## src/rtl/pwm_pkg.sv

```systemverilog
// Shared types and helpers for the multi-channel PWM block.
// The timebase mode encoding lives here so the top level and any
// register/control logic that drives it agree on one definition.
package pwm_pkg;

    // Width of the mode request field.
    localparam int MODE_W = 2;

    // Timebase counting modes. The fourth code (2'b11) is reserved and
    // never stored; it is folded into PWM_UP by mode_decode().
    typedef enum logic [MODE_W-1:0] {
        PWM_UP   = 2'b00,
        PWM_DOWN = 2'b01,
        PWM_UPDN = 2'b10
    } mode_t;

    // Map a raw requested mode onto a legal mode; reserved code runs as UP.
    function automatic mode_t mode_decode(input logic [MODE_W-1:0] raw);
        mode_t m;
        case (raw)
            2'b01:   m = PWM_DOWN;
            2'b10:   m = PWM_UPDN;
            default: m = PWM_UP;
        endcase
        return m;
    endfunction

endpackage : pwm_pkg

```

## src/rtl/pwm_cmp_ch.sv

```systemverilog
// One PWM channel: holds the active compare value (reloaded only on the
// commit strobe from the timebase) and produces the registered,
// polarity-adjusted output bit. The output lags the timebase by one clock.
module pwm_cmp_ch
    import pwm_pkg::*;
#(
    parameter int W = 16
) (
    input  logic         clk50m,
    input  logic         rst_n,
    input  logic         i_load,   // commit strobe at a period boundary
    input  logic [W-1:0] i_cmp,    // requested compare value
    input  logic [W-1:0] i_cnt,    // shared timebase value
    input  logic         i_pol,    // live output inversion
    output logic         o_pwm
);

    logic [W-1:0] r_cmp_act;
    logic         r_pwm;
    logic         w_active;

    // Active level while the timebase is below the compare value, so
    // compare 0 never fires and compare > period always fires.
    assign w_active = (i_cnt < r_cmp_act);

    // Active compare register: only changes on a committed update.
    // NOTE: sequential state uses non-blocking assignments so every
    // register samples pre-edge values regardless of block ordering.
    always_ff @(posedge clk50m or negedge rst_n) begin
        if (!rst_n) begin
            r_cmp_act <= '0;
        end else if (i_load) begin
            r_cmp_act <= i_cmp;
        end
    end

    // Output register: evaluated every clock, even while the timebase holds.
    always_ff @(posedge clk50m or negedge rst_n) begin
        if (!rst_n) begin
            r_pwm <= 1'b0;
        end else begin
            r_pwm <= w_active ^ i_pol;
        end
    end

    assign o_pwm = r_pwm;

endmodule : pwm_cmp_ch

```

## src/rtl/pwm_multi.sv

```systemverilog
// N-channel PWM generator sharing one W-bit timebase. The timebase counts
// up, down or up/down; mode, period and compares are double-buffered and
// only committed at a period boundary, so a reprogram never truncates a
// pulse. pe marks each boundary, upd_ack confirms each commit.
module pwm_multi
    import pwm_pkg::*;
#(
    parameter int W = 16,
    parameter int N = 4
) (
    input  logic           clk50m,
    input  logic           rst_n,
    input  logic           en,
    input  logic [1:0]     mode,
    input  logic [W-1:0]   per,
    input  logic [N*W-1:0] cmp,
    input  logic [N-1:0]   pol,
    input  logic           upd_req,
    output logic [W-1:0]   cnt,
    output logic           dir,
    output logic [N-1:0]   pwm,
    output logic           pe,
    output logic           upd_ack
);

    localparam logic [W-1:0] L_ZERO = '0;
    localparam logic [W-1:0] L_ONE  = {{(W-1){1'b0}}, 1'b1};

    // Active (committed) configuration and timebase state.
    mode_t        r_mode_act;
    logic [W-1:0] r_per_act;
    logic [W-1:0] r_cnt;
    logic         r_dir;
    logic         r_pending;
    logic         r_pe;
    logic         r_upd_ack;

    // Combinational next-state terms.
    logic         w_terminal;
    logic         w_boundary;
    logic         w_commit;
    mode_t        w_mode_sel;
    logic [W-1:0] w_per_sel;
    logic [W-1:0] w_cnt_next;
    logic         w_dir_next;
    logic         w_pending_next;

    // Terminal count of the active mode. A zero period is terminal in
    // every mode, which pins the counter at zero without wrapping.
    // NOTE: every always_comb output gets a default first so no path
    // can leave it unassigned and infer a latch.
    always_comb begin
        w_terminal = 1'b0;
        case (r_mode_act)
            PWM_UP:   w_terminal = (r_cnt == r_per_act);
            PWM_DOWN: w_terminal = (r_cnt == L_ZERO);
            PWM_UPDN: w_terminal = ((r_cnt == L_ZERO) && r_dir) || (r_per_act == L_ZERO);
            default:  w_terminal = (r_cnt == r_per_act);
        endcase
    end

    // A boundary only happens while advancing; a commit needs a boundary
    // plus either a stored request or one arriving this very cycle.
    assign w_boundary = en & w_terminal;
    assign w_commit   = w_boundary & (r_pending | upd_req);

    // Configuration that governs the period starting after this edge.
    assign w_mode_sel = w_commit ? mode_decode(mode) : r_mode_act;
    assign w_per_sel  = w_commit ? per : r_per_act;

    // Timebase next state: restart at a boundary, otherwise step by mode.
    always_comb begin
        w_cnt_next = r_cnt;
        w_dir_next = r_dir;
        if (w_boundary) begin
            w_dir_next = 1'b0;
            case (w_mode_sel)
                PWM_UP:   w_cnt_next = L_ZERO;
                PWM_DOWN: w_cnt_next = w_per_sel;
                PWM_UPDN: w_cnt_next = (w_per_sel == L_ZERO) ? L_ZERO : L_ONE;
                default:  w_cnt_next = L_ZERO;
            endcase
        end else if (en) begin
            case (r_mode_act)
                PWM_UP: begin
                    w_cnt_next = r_cnt + L_ONE;
                end
                PWM_DOWN: begin
                    w_cnt_next = r_cnt - L_ONE;
                end
                PWM_UPDN: begin
                    if (!r_dir) begin
                        // Turn around at the peak so the peak value
                        // appears for exactly one cycle.
                        if (r_cnt == r_per_act) begin
                            w_dir_next = 1'b1;
                            w_cnt_next = r_per_act - L_ONE;
                        end else begin
                            w_cnt_next = r_cnt + L_ONE;
                        end
                    end else begin
                        w_cnt_next = r_cnt - L_ONE;
                    end
                end
                default: begin
                    w_cnt_next = r_cnt + L_ONE;
                end
            endcase
        end
    end

    // Pending request: set by upd_req, cleared only by the commit it causes.
    always_comb begin
        w_pending_next = r_pending;
        if (w_commit) begin
            w_pending_next = 1'b0;
        end else if (upd_req) begin
            w_pending_next = 1'b1;
        end
    end

    // Timebase, direction and pending-request registers.
    always_ff @(posedge clk50m or negedge rst_n) begin
        if (!rst_n) begin
            r_cnt     <= '0;
            r_dir     <= 1'b0;
            r_pending <= 1'b0;
        end else begin
            r_cnt     <= w_cnt_next;
            r_dir     <= w_dir_next;
            r_pending <= w_pending_next;
        end
    end

    // Active configuration registers, reloaded only on a commit.
    always_ff @(posedge clk50m or negedge rst_n) begin
        if (!rst_n) begin
            r_mode_act <= PWM_UP;
            r_per_act  <= '0;
        end else if (w_commit) begin
            r_mode_act <= w_mode_sel;
            r_per_act  <= w_per_sel;
        end
    end

    // Single-cycle status pulses in the cycle after the boundary edge.
    always_ff @(posedge clk50m or negedge rst_n) begin
        if (!rst_n) begin
            r_pe      <= 1'b0;
            r_upd_ack <= 1'b0;
        end else begin
            r_pe      <= w_boundary;
            r_upd_ack <= w_commit;
        end
    end

    // One compare channel per output, all sharing the commit strobe.
    for (genvar g = 0; g < N; g++) begin : g_ch
        pwm_cmp_ch #(
            .W(W)
        ) u_ch (
            .clk50m (clk50m),
            .rst_n  (rst_n),
            .i_load (w_commit),
            .i_cmp  (cmp[g*W +: W]),
            .i_cnt  (r_cnt),
            .i_pol  (pol[g]),
            .o_pwm  (pwm[g])
        );
    end

    assign cnt     = r_cnt;
    assign dir     = r_dir;
    assign pe      = r_pe;
    assign upd_ack = r_upd_ack;

endmodule : pwm_multi

```

## config.mk

```make
export PLATFORM = sky130hd
export DESIGN_NAME = pwm_multi
export DESIGN_NICKNAME = d
export VERILOG_FILES = /design/src/rtl/pwm_pkg.sv /design/src/rtl/pwm_cmp_ch.sv /design/src/rtl/pwm_multi.sv
export SDC_FILE = /design/constraint.sdc
export NUM_CORES = 1
export LEC_CHECK = 0
export CORE_AREA = 10 10 124 126
export CTS_CLUSTER_DIAMETER = 120
export DETAILED_ROUTE_END_ITERATION = 12
export DIE_AREA = 0 0 134 136
export PLACE_DENSITY_LB_ADDON = 0.15
export SKIP_CTS_REPAIR_TIMING = 1
export SLEW_MARGIN = 20
export SYNTH_ARGS = -nofsm -noshare
export SYNTH_HDL_FRONTEND = slang
export SYNTH_SLANG_ARGS = --single-unit
```

## constraint.sdc

```tcl
create_clock -name clk50m -period 6.6 [get_ports clk50m]
set_input_delay 0.66 -clock clk50m [delete_from_list [all_inputs] [get_ports clk50m]]
set_output_delay 0.66 -clock clk50m [all_outputs]
set_load 0.1 [all_outputs]
```

# Word-level counts from Yosys, hierarchy flattened
# Cells that the tools add are included.
[classes] n_bitwise=7 n_reduce_logical=9 mux=18 n_addsub=3 order_cmp=4 n_eq_ne=7
[ops] operator="$mux W16" count=5
[ops] operator="$lt A16 B16 Y1" count=4
[ops] operator="$pmux W16 S2" count=2
[ops] operator="$logic_not A16 Y1" count=3
[ops] operator="$sub A16 B1 Y16 const B" count=2
[ops] operator="$add A16 B1 Y16 const B" count=1
[ops] operator="$eq A16 B16 Y1" count=1
[ops] operator="$mux W1" count=8
[ops] operator="$eq A2 B1 Y1 const B" count=3
[ops] operator="$eq A2 B2 Y1 const B" count=3
[ops] operator="$reduce_bool A2 Y1" count=3
[ops] operator="$pmux W2 S2" count=1
[ops] operator="$xor A1 B1 Y1" count=4
[ops] operator="$and A1 B1 Y1" count=2
[ops] operator="$mux W2" count=1
[ops] operator="$pmux W1 S2" count=1
[ops] operator="$reduce_and A2 Y1" count=1
[ops] operator="$logic_and A1 B1 Y1" count=1
[ops] operator="$logic_or A1 B1 Y1" count=1
[ops] operator="$or A1 B1 Y1" count=1
[totals] elab_cells=63 ff_bits=106 output_inout_bits=23

# Longest topological paths before layout
# Gate-level depths: netlist of run 1.
[depth] depth_word=11 ltp_mapped=18 depth_no_buf=15

# Hierarchy
# From an unflattened synthesis of run 1, not the netlist that was laid out.
[unflattened] hier_cells=852 hier_area_um2=7482.2
[modules_own_cells] module="pwm_multi" n_inst=1 cells_per_inst=433 area_per_inst_um2=3499.6
[modules_own_cells] module="pwm_cmp_ch at g_ch[0].u_ch ..." n_inst=3 cells_per_inst=105 area_per_inst_um2=994.7
[modules_own_cells] module="pwm_cmp_ch at g_ch[3].u_ch" n_inst=1 cells_per_inst=104 area_per_inst_um2=998.5

# Worst setup path after synthesis of run 1
# OpenSTA, ideal clock, no wires.
[synth_timing] path_type="register to register" startpoint="reg r_cnt[3], in the netlist cnt[3]" endpoint="reg r_cnt[0], in the netlist cnt[0]" slack_ns=2.274 t_arrival_ns=4.207 stages_incl_launch_ff=16 t_required_ns=6.480 setup_time_ns=0.120 cell_sequence="dfrtp_1 clkbuf_1 xor2_1 nor4_1 nand4_1 o221ai_2 o21ai_2 clkbuf_1 clkbuf_1 nand2_1 o21ai_0 ha_1 nor2_1 and3_1 a221o_1 a31o_1"
[synth_via] word_cells_on_any_way=20 cone_classes="3 x eq/ne; 10 x mux; 2 x bitwise; 5 x reduce/logical"
[synth_lines] item="from (decl)" line_no="pwm_multi.sv:32" text="logic [W-1:0] r_cnt;"
[synth_lines] item="from (signal assigned)" line_no="pwm_multi.sv:129" text="r_cnt <= w_cnt_next;"
[synth_lines] item="$logic_not A16 Y1" line_no="pwm_multi.sv:56, pwm_multi.sv:57"
[synth_lines] item="$logic_and A1 B1 Y1" line_no="pwm_multi.sv:57" text="PWM_UPDN: w_terminal = ((r_cnt == L_ZERO) && r_dir) || (r_per_act == L_ZERO);"
[synth_lines] item="$logic_or A1 B1 Y1" line_no="pwm_multi.sv:57"
[synth_lines] item="$pmux W1 S2 (*)" line_no="pwm_multi.sv:54" text="case (r_mode_act)"
[synth_lines] item="$and A1 B1 Y1 (*)" line_no="pwm_multi.sv:64" text="assign w_boundary = en & w_terminal;"
[synth_lines] item="$and A1 B1 Y1 (*)" line_no="pwm_multi.sv:65" text="assign w_commit = w_boundary & (r_pending | upd_req);"
[synth_lines] item="$mux W2 (*)" line_no="pwm_multi.sv:68" text="assign w_mode_sel = w_commit ? mode_decode(mode) : r_mode_act;"
[synth_lines] item="net w_mode_sel[1]" line_no="pwm_multi.sv:42" text="mode_t w_mode_sel;"
[synth_lines] item="$eq A2 B2 Y1 / $eq A2 B1 Y1 (equally long branches)" line_no="pwm_multi.sv:77" text="case (w_mode_sel)"
[synth_lines] item="$pmux W16 S2 (*)" line_no="pwm_multi.sv:77"
[synth_lines] item="$mux W16 (*)" line_no="pwm_multi.sv:75" text="if (w_boundary) begin"
# Mark *: on every way through the listed nets, which the timed path passes. The rest lies on a longest branch. The select of a mux whose other input is x is not followed.
# A chain may end at the register's enable or synchronous reset.

# Final worst setup path of run 1
[layout_timing] startpoint="in en" endpoint="reg r_cnt[9], in the netlist cnt[9]"
[layout_via] elab_chain_cells=6 word_cells_on_any_way=9 cone_classes="2 x eq/ne; 4 x mux; 2 x bitwise; 1 x reduce/logical"
[layout_rtl] item="from (decl)" line_no="pwm_multi.sv:13" text="input logic en,"
[layout_rtl] item="$and A1 B1 Y1" line_no="pwm_multi.sv:64"
[layout_rtl] item="$and A1 B1 Y1" line_no="pwm_multi.sv:65"
[layout_rtl] item="$mux W2" line_no="pwm_multi.sv:68"
[layout_rtl] item="$eq A2 B2 Y1 / $eq A2 B1 Y1 (equally long branches)" line_no="pwm_multi.sv:77"
[layout_rtl] item="$pmux W16 S2" line_no="pwm_multi.sv:77"
[layout_rtl] item="$mux W16" line_no="pwm_multi.sv:75"
# Parallel ways exist; a longest one is shown, timed or not.

==> results by group, run 1 <==
Logic synthesis
  – Synth top area cells: dfrtp_1 35%, mux2_2 13%, ha_1 11%
  – Number of enable flip-flop cells after synthesis: 0
  – Seq cells post-synth: about 110
  – Yosys top cell area share: 35.0%
  – Most frequent cell after synthesis: dfrtp_1
  – Synth unique cells: 65
  – Yosys Warn Count: 0
  – Cell accounting for the most synthesized area: dfrtp_1
  – Asr flop ratio synth: 100%
  – Total nets after synthesis: 953
  – Syn Inst Count: a little under 800
  – Synth cell count leaders: 106 x dfrtp_1, 89 x mux2_2, 78 x inv_1
  – Sequential share of the synthesized area: 35.0%
  – Syn Area/Cell: 9.52 µm²
  – Synthesized cell area: ~7600 µm²
  – Ys flop type: dfrtp_1

Status
  – Status: complete, no violations

GRT
  – Largest net degree at the start of global routing: 60
  – First-pass GRT wire length: 36,000 µm
  – Number of global-route vias before repair: 6,847
  – GRT overflow: 0
  – Tot GR Track Use: between 20% and 30%
  – Initial antenna violation count: 0

Layout
  – P&R area growth vs syn: 21.0%
  – Layout cells sized above 1: 15.2%
  – Layout Cells excl Fill: 1,073
  – Number of diodes: 0
  – Final Core Density: about 71%
  – Final Net Count: ~1,100

Clocking
  – Number of H-tree levels: 3
  – CTS tree: built
  – Clk pin slew, worst setup/hold paths: 0.07 ns
  – Clk buf depth: 2
  – TritonCTS Buffers: 9
  – Root buf cell: clkbuf_16
  – CTS Sinks: 106
  – Skew-Pair Late Insertion Delay: 0.36 ns

Routing
  – DR vias/cell: between 6 and 7
  – Initial DRT Pass Iterations: 6
  – Drt total wl: 22,600 µm
  – Via count: 6,560
  – Post-detailed-route wirelength per cell: roughly 21 µm
  – Antenna-violating nets left: 0
  – DRC viols: 0
  – First DRT Iteration DRCs: approximately 560

Floorplan
  – Chip Width: ~130 µm
  – Core box area: 13,000 µm²
  – Starting Density: slightly below 60%
  – Placement Rows: 42
  – Die Area: 18,200 µm²
  – I/O Pins: ~110
  – Die height: 136 µm

Setup path
  – Worst R2R Path Depth: 13
  – Critical Path End Type: flop
  – Startpoint types: input port
  – WS Path Type: input port to flop
  – CP Data Required Time: ~7 ns
  – Critical Path Fanout Max: 45
  – CP Data Arrival Time: 4.84 ns

STA
  – Worst Hold Margin: 0.310 ns
  – Final Hold Fails: 0
  – Crit share post-route: 69.3%
  – Setup TNS: 0 ns
  – Slew Limit Headroom: about 33%
  – Final worst slack: 2.03 ns
  – Minimum clock period: 4.57 ns
  – Slew Limit Fails: 0
  – Final setup viols: 0
  – Layout Skew: 0.0110 ns
  – Fmax: 0.219 GHz
  – RSZ-0062 raised after global routing: false
  – Slew @ Worst Pin: 1.00 ns

Place
  – Placement Setup Slack: 1.74 ns
  – DPL Wire Length: 16,700 µm
  – Placed Cells: 1,057
  – Placer Congestion: slightly below 1
  – Port bufs: 112

Power
  – Power per cell area: 300 nW/µm²
  – Pleak: 4.09 nW
  – Max VDD drop: 0.182 mV

Min path
  – Hold Path Class: input port to asynchronous set/reset pin

Job
  – # Max-Cap Violations: 0
final timing paths:
path,start,endpoint,slack [ns]
max,en,cnt[9],2.03
min,rst_n,g_ch[1].u_ch.r_cmp_act[7],0.31
max reg2reg,cnt[9],cnt[9],2.17
min reg2reg,g_ch[2].u_ch.r_cmp_act[1],g_ch[2].u_ch.r_cmp_act[1],0.51
max in group asynchronous,rst_n,g_ch[0].u_ch.r_cmp_act[7],5.07
min in group clk50m,g_ch[2].u_ch.r_cmp_act[1],g_ch[2].u_ch.r_cmp_act[1],0.51
per-layer routing:
layer	global-route usage [%]	vias to the layer above	routed length [µm]
li1	-	3049	-
met1	32.0	3165	9660
met2	40.1	302	10600
met3	5.68	44	1720
met4	8.59	0	571
met5	0	-	0
area by class of cell:
type                    count  area, µm²
flip-flops and latches    106       2650
repair buffers            128       1240
fillers                  1021       3810
multi-input cells         567       4440
inverters                  80        300
well taps                 176        220
clock buffers              12        256
clock inverters             4       58.8
registers in the layout, summed over array words and instances (netlist names):
register,cells
g_ch.u_ch.r_cmp_act,64
cnt,16
r_per_act,16
g_ch.u_ch.o_pwm,4
r_mode_act,2
dir,1
pe,1
r_pending,1
upd_ack,1
cells in the final DEF, fill, tap and decap left out, drive strengths merged, types with 31 or more instances in the layout:
| master | instances |
|---|---|
| a21oi | 31 |
| inv | 79 |
| nor2 | 40 |
| ha | 68 |
| dfrtp | 106 |
| clkdlybuf4s50 | 111 |
| nand2 | 33 |
| mux2 | 89 |
cell families after synthesis:
family,after synthesis,share of synthesized area (%)
muxes,95,14.0
DFF,106,35.0
buffers and inverters,122,6.46
and+or+nand+nor,211,14.9
AOI/OAI and AO/OA,148,13.2
xor gates and xnor gates,45,5.20
adders and majority gates,68,11.2
through the flow:
| stage | power, W | cell area, µm² |
|---|---|---|
| global placement | 0.00212 | 8850 |
| detailed placement | 0.00217 | 8850 |
| finish | 0.00275 | 9170 |
| floorplan | 0.00178 | 7570 |
| global route | 0.00291 | 9170 |
| CTS | 0.00275 | 9170 |
critical path, stage by stage:
cell and delay [ns]:
clkdlybuf4s50_1 0.79, clkinv_1 0.52, o221ai_2 0.19, o21ai_4 0.08, buf_4 0.45, buf_4 0.58, o21a_1 0.22, ha_1 0.23
nand2_1 0.11, nor2_1 0.59, a21oi_1 0.17, o221ai_1 0.21
where the power goes:
| group | switching, W | total, W | internal (W) |
|---|---|---|---|
| logic | 0.000812 | 0.00131 | 0.000493 |
| clock network | 0.000251 | 0.000571 | 0.000320 |
| registers | 0.000123 | 0.000870 | 0.000747 |
| total | 0.00119 | 0.00275 | 0.00156 |
(Power assumes the default switching activity.)
==> run 2: changes to the inputs <==
--- a/config.mk
+++ b/config.mk
@@ -5,10 +5,10 @@
 export SDC_FILE = /design/constraint.sdc
 export NUM_CORES = 1
 export LEC_CHECK = 0
-export CORE_AREA = 10 10 124 126
+export CORE_AREA = 10 10 128 130
 export CTS_CLUSTER_DIAMETER = 120
 export DETAILED_ROUTE_END_ITERATION = 12
-export DIE_AREA = 0 0 134 136
+export DIE_AREA = 0 0 138 140
 export PLACE_DENSITY_LB_ADDON = 0.15
 export SKIP_CTS_REPAIR_TIMING = 1
 export SLEW_MARGIN = 20
==> constraint.sdc (replaced) <==
create_clock -name clk50m -period 4.23 [get_ports clk50m]
set_input_delay 0.423 -clock clk50m [delete_from_list [all_inputs] [get_ports clk50m]]
set_output_delay 0.423 -clock clk50m [all_outputs]
set_load 0.1 [all_outputs]
==> run 2 against run 1 <==
  * Total power increased by 59%
  * Clock skew decreased by 0.0031 ns
  * Register-to-register slack got worse by 1.6 ns
  * Non-clock buffer count increased by 8
  * Clock power increased by 74%
  * Sequential cell count unchanged
==> results by group, run 2 (synthesis gave the netlist of run 1 again) <==
Status
  – Status: complete, no violations (unchanged)

STA
  – Fmax: 0.276 GHz
  – Final setup viols: 0 (unchanged)
  – Final worst slack: 0.611 ns (was 2.03 ns)
  – RSZ-0062 raised after global routing: false (unchanged)
  – Slew Limit Headroom: 32.8% (was 33.0%)
  – Slew Limit Fails: 0 (unchanged)
  – Setup TNS: 0 ns (unchanged)
  – Crit share post-route: 85.6%
  – Minimum clock period: 3.62 ns
  – Final Hold Fails: 0 (unchanged)
  – Layout Skew: 0.00790 ns (was 0.0110 ns)
  – Slew @ Worst Pin: 1.01 ns (was 1.00 ns)
  – Worst Hold Margin: 0.113 ns (was 0.310 ns)

Layout
  – Final Core Density: 67.3% (was 70.6%)
  – Final Net Count: 1,058 (was 1,050)
  – P&R area growth vs syn: 22.4% (was 21.0%)
  – Max FFs per register: 64 (unchanged)
  – Register area: 2660 µm² (was 2650 µm²)
  – Fillers: 1,114 (was 1,021)
  – Number of diodes: 0 (unchanged)
  – Layout cells sized above 1: 16.6% (was 15.2%)
  – Most frequent cells in the layout: 111 x clkdlybuf4s50_1, 100 x dfrtp_1, 89 x mux2_2 (was 111 x clkdlybuf4s50_1, 106 x dfrtp_1, 89 x mux2_2)
  – Multi-input gate area: 4440 µm² (unchanged)
  – Most flop-heavy register: g_ch.u_ch.r_cmp_act (unchanged)
  – Commonest non-fill, non-tap cell in the layout: clkdlybuf4s50_1 (unchanged)

Setup path
  – R2R Path End: cnt[11] (was cnt[9])
  – Worst Path Buf+Inv: 2 (was 4)
  – Worst stage delay on the critical path: 0.40 ns (was 0.79 ns)
  – CP Capture Point: cnt[11] (was cnt[9])
  – Worst r2r src: r_mode_act[0] (was cnt[9])
  – CP Depth: 16 (was 12)
  – CP Launch Point: r_mode_act[0] (was en)
  – Critical Path Fanout Max: 11 (was 45)
  – Startpoint types: flop (was input port)
  – CP Data Required Time: 4.51 ns (was 6.86 ns)
  – Worst R2R Path Depth: 16 (was 13)
  – CP max-delay cell: dfrtp_1 (was clkdlybuf4s50_1)
  – WS Path Type: flop to flop (was input port to flop)
  – Critical Path End Type: flop (unchanged)
  – Crit path cell chain: inv_1 -> ha_1 -> a21oi_1 -> buf_4 -> nor2_1 -> nand3_1 -> o221ai_2 -> o21ai_4 -> nand2_1 -> o21a_1 -> ha_1 -> nand2_1 -> a21oi_1 -> a41oi_1 -> o21ba_2 -> o211ai_1 (was clkdlybuf4s50_1 -> clkinv_1 -> o221ai_2 -> o21ai_4 -> buf_4 -> buf_4 -> o21a_1 -> ha_1 -> nand2_1 -> nor2_1 -> a21oi_1 -> o221ai_1)
  – Crit path max-delay family: compound AO/OA/AOI/OAI gates (was buffers and inverters)
  – FF-to-FF setup slack: 0.61 ns (was 2.17 ns)
  – CP Data Arrival Time: 3.90 ns (was 4.84 ns)

GRT
  – Number of global-route vias before repair: 6,927 (was 6,847)
  – Largest net degree at the start of global routing: 81 (was 60)
  – GRT overflow: 0 (unchanged)
  – Tot GR Track Use: 24.9% (was 24.8%)
  – First-pass GRT wire length: 38,900 µm (was 36,000 µm)
  – Initial antenna violation count: 0 (unchanged)

Routing
  – First DRT Iteration DRCs: 648 (was 562)
  – Via count: 6,684 (was 6,560)
  – Initial DRT Pass Iterations: 5 (was 6)
  – DR vias/cell: 6.16 (was 6.11)
  – Antenna-violating nets left: 0 (unchanged)
  – Drt total wl: 24,500 µm (was 22,600 µm)
  – Post-detailed-route wirelength per cell: 22.6 µm (was 21.0 µm)
  – DRC viols: 0 (unchanged)

Floorplan
  – Core box area: 13,800 µm² (was 13,000 µm²)
  – Starting Density: 55.0% (was 58.3%)
  – Placement Rows: 43 (was 42)
  – Chip Width: 138 µm (was 134 µm)
  – Die Area: 19,300 µm² (was 18,200 µm²)
  – Die height: 140 µm (was 136 µm)
  – I/O Pins: 113 (unchanged)

Clocking
  – Root buf cell: clkbuf_16 (unchanged)
  – Clk buf depth: 2 (unchanged)
  – CTS tree: built (unchanged)
  – Number of H-tree levels: 3 (unchanged)
  – Clk pin slew, worst setup/hold paths: 0.08 ns (was 0.07 ns)
  – CTS Sinks: 106 (unchanged)
  – TritonCTS Buffers: 9 (unchanged)
  – Skew-Pair Late Insertion Delay: 0.36 ns (about the same)

Job
  – # Max-Cap Violations: 0 (unchanged)

Place
  – DPL Wire Length: 18,600 µm (was 16,700 µm)
  – Port bufs: 112 (unchanged)
  – Placement Setup Slack: 0.746 ns (was 1.74 ns)
  – Placer Congestion: 0.945 (was 0.971)

Min path
  – Hold Path Class: input port to asynchronous set/reset pin (unchanged)

Power
  – Power per cell area: 472 nW/µm² (was 300 nW/µm²)
  – Max VDD drop: 0.333 mV (was 0.182 mV)
  – Pleak: 4.13 nW (was 4.09 nW)
run 2: changes by cell type in the layout (fill, tap and decap cells not counted), sizes merged:
cell / previous run / this run
buf: 17 / 25
bufinv: 1 / 3
clkbuf: 12 / 10
clkinv: 4 / 3
inv: 79 / 80
run 2: cell type report:
type / count / share of cell area (%)
clock buffers: 10 / 2.47
clock inverters: 6 / 1.22
inverters: 80 / 3.24
multi-input cells: 567 / 47.9
flip-flops and latches: 106 / 28.7
well taps: 180 / 2.43
repair buffers: 136 / 14.1
run 2: worst reg2reg max path: cells and delay by family (launching register included):
| kind | cells | cell delay [ns] |
|---|---|---|
| compound gates | 8 | 1.37 |
| simple gates | 4 | 0.85 |
| fa+ha+maj | 2 | 0.66 |
| flops | 1 | 0.40 |
| buf+inv | 2 | 0.26 |
run 2: report_power, final:
part	total (W)	switching [W]	internal, W
sequential	0.00143	0.000266	0.00117
combinational	0.00195	0.00119	0.000767
clock	0.000991	0.000408	0.000583
run 2: through the flow:
stage	std cells	instance area, µm²	total power (W)
2_1_floorplan	795	7580	0.00278
3_3_place_gp	1069	8920	0.00332
3_5_place_dp	1069	8920	0.00338
4_1_cts	1085	9260	0.00438
5_1_grt	1085	9270	0.00463
6_report	1085	9270	0.00438
run 2: how the worst min path moves through the flow:
stage	start	end	slack, ns
6_report	rst_n	g_ch[1].u_ch.r_cmp_act[6]	0.11
4_1_cts	rst_n	g_ch[1].u_ch.r_cmp_act[3]	0.30
2_1_floorplan	rst_n	cnt[0]	0.13
3_5_place_dp	g_ch[0].u_ch.r_cmp_act[13]	g_ch[0].u_ch.r_cmp_act[13]	0.49
5_1_grt	rst_n	g_ch[1].u_ch.r_cmp_act[6]	0.17
3_3_place_gp	g_ch[0].u_ch.r_cmp_act[11]	g_ch[0].u_ch.r_cmp_act[11]	0.49
run 2: per-layer routing:
metal  GRT usage, %  vias up  routed length (µm)
li1               -     3060                   -
met1           32.6     3271               10600
met2           40.3      311               11500
met3           4.94       42                1770
met4           8.10        0                 646
met5              0        -                   0
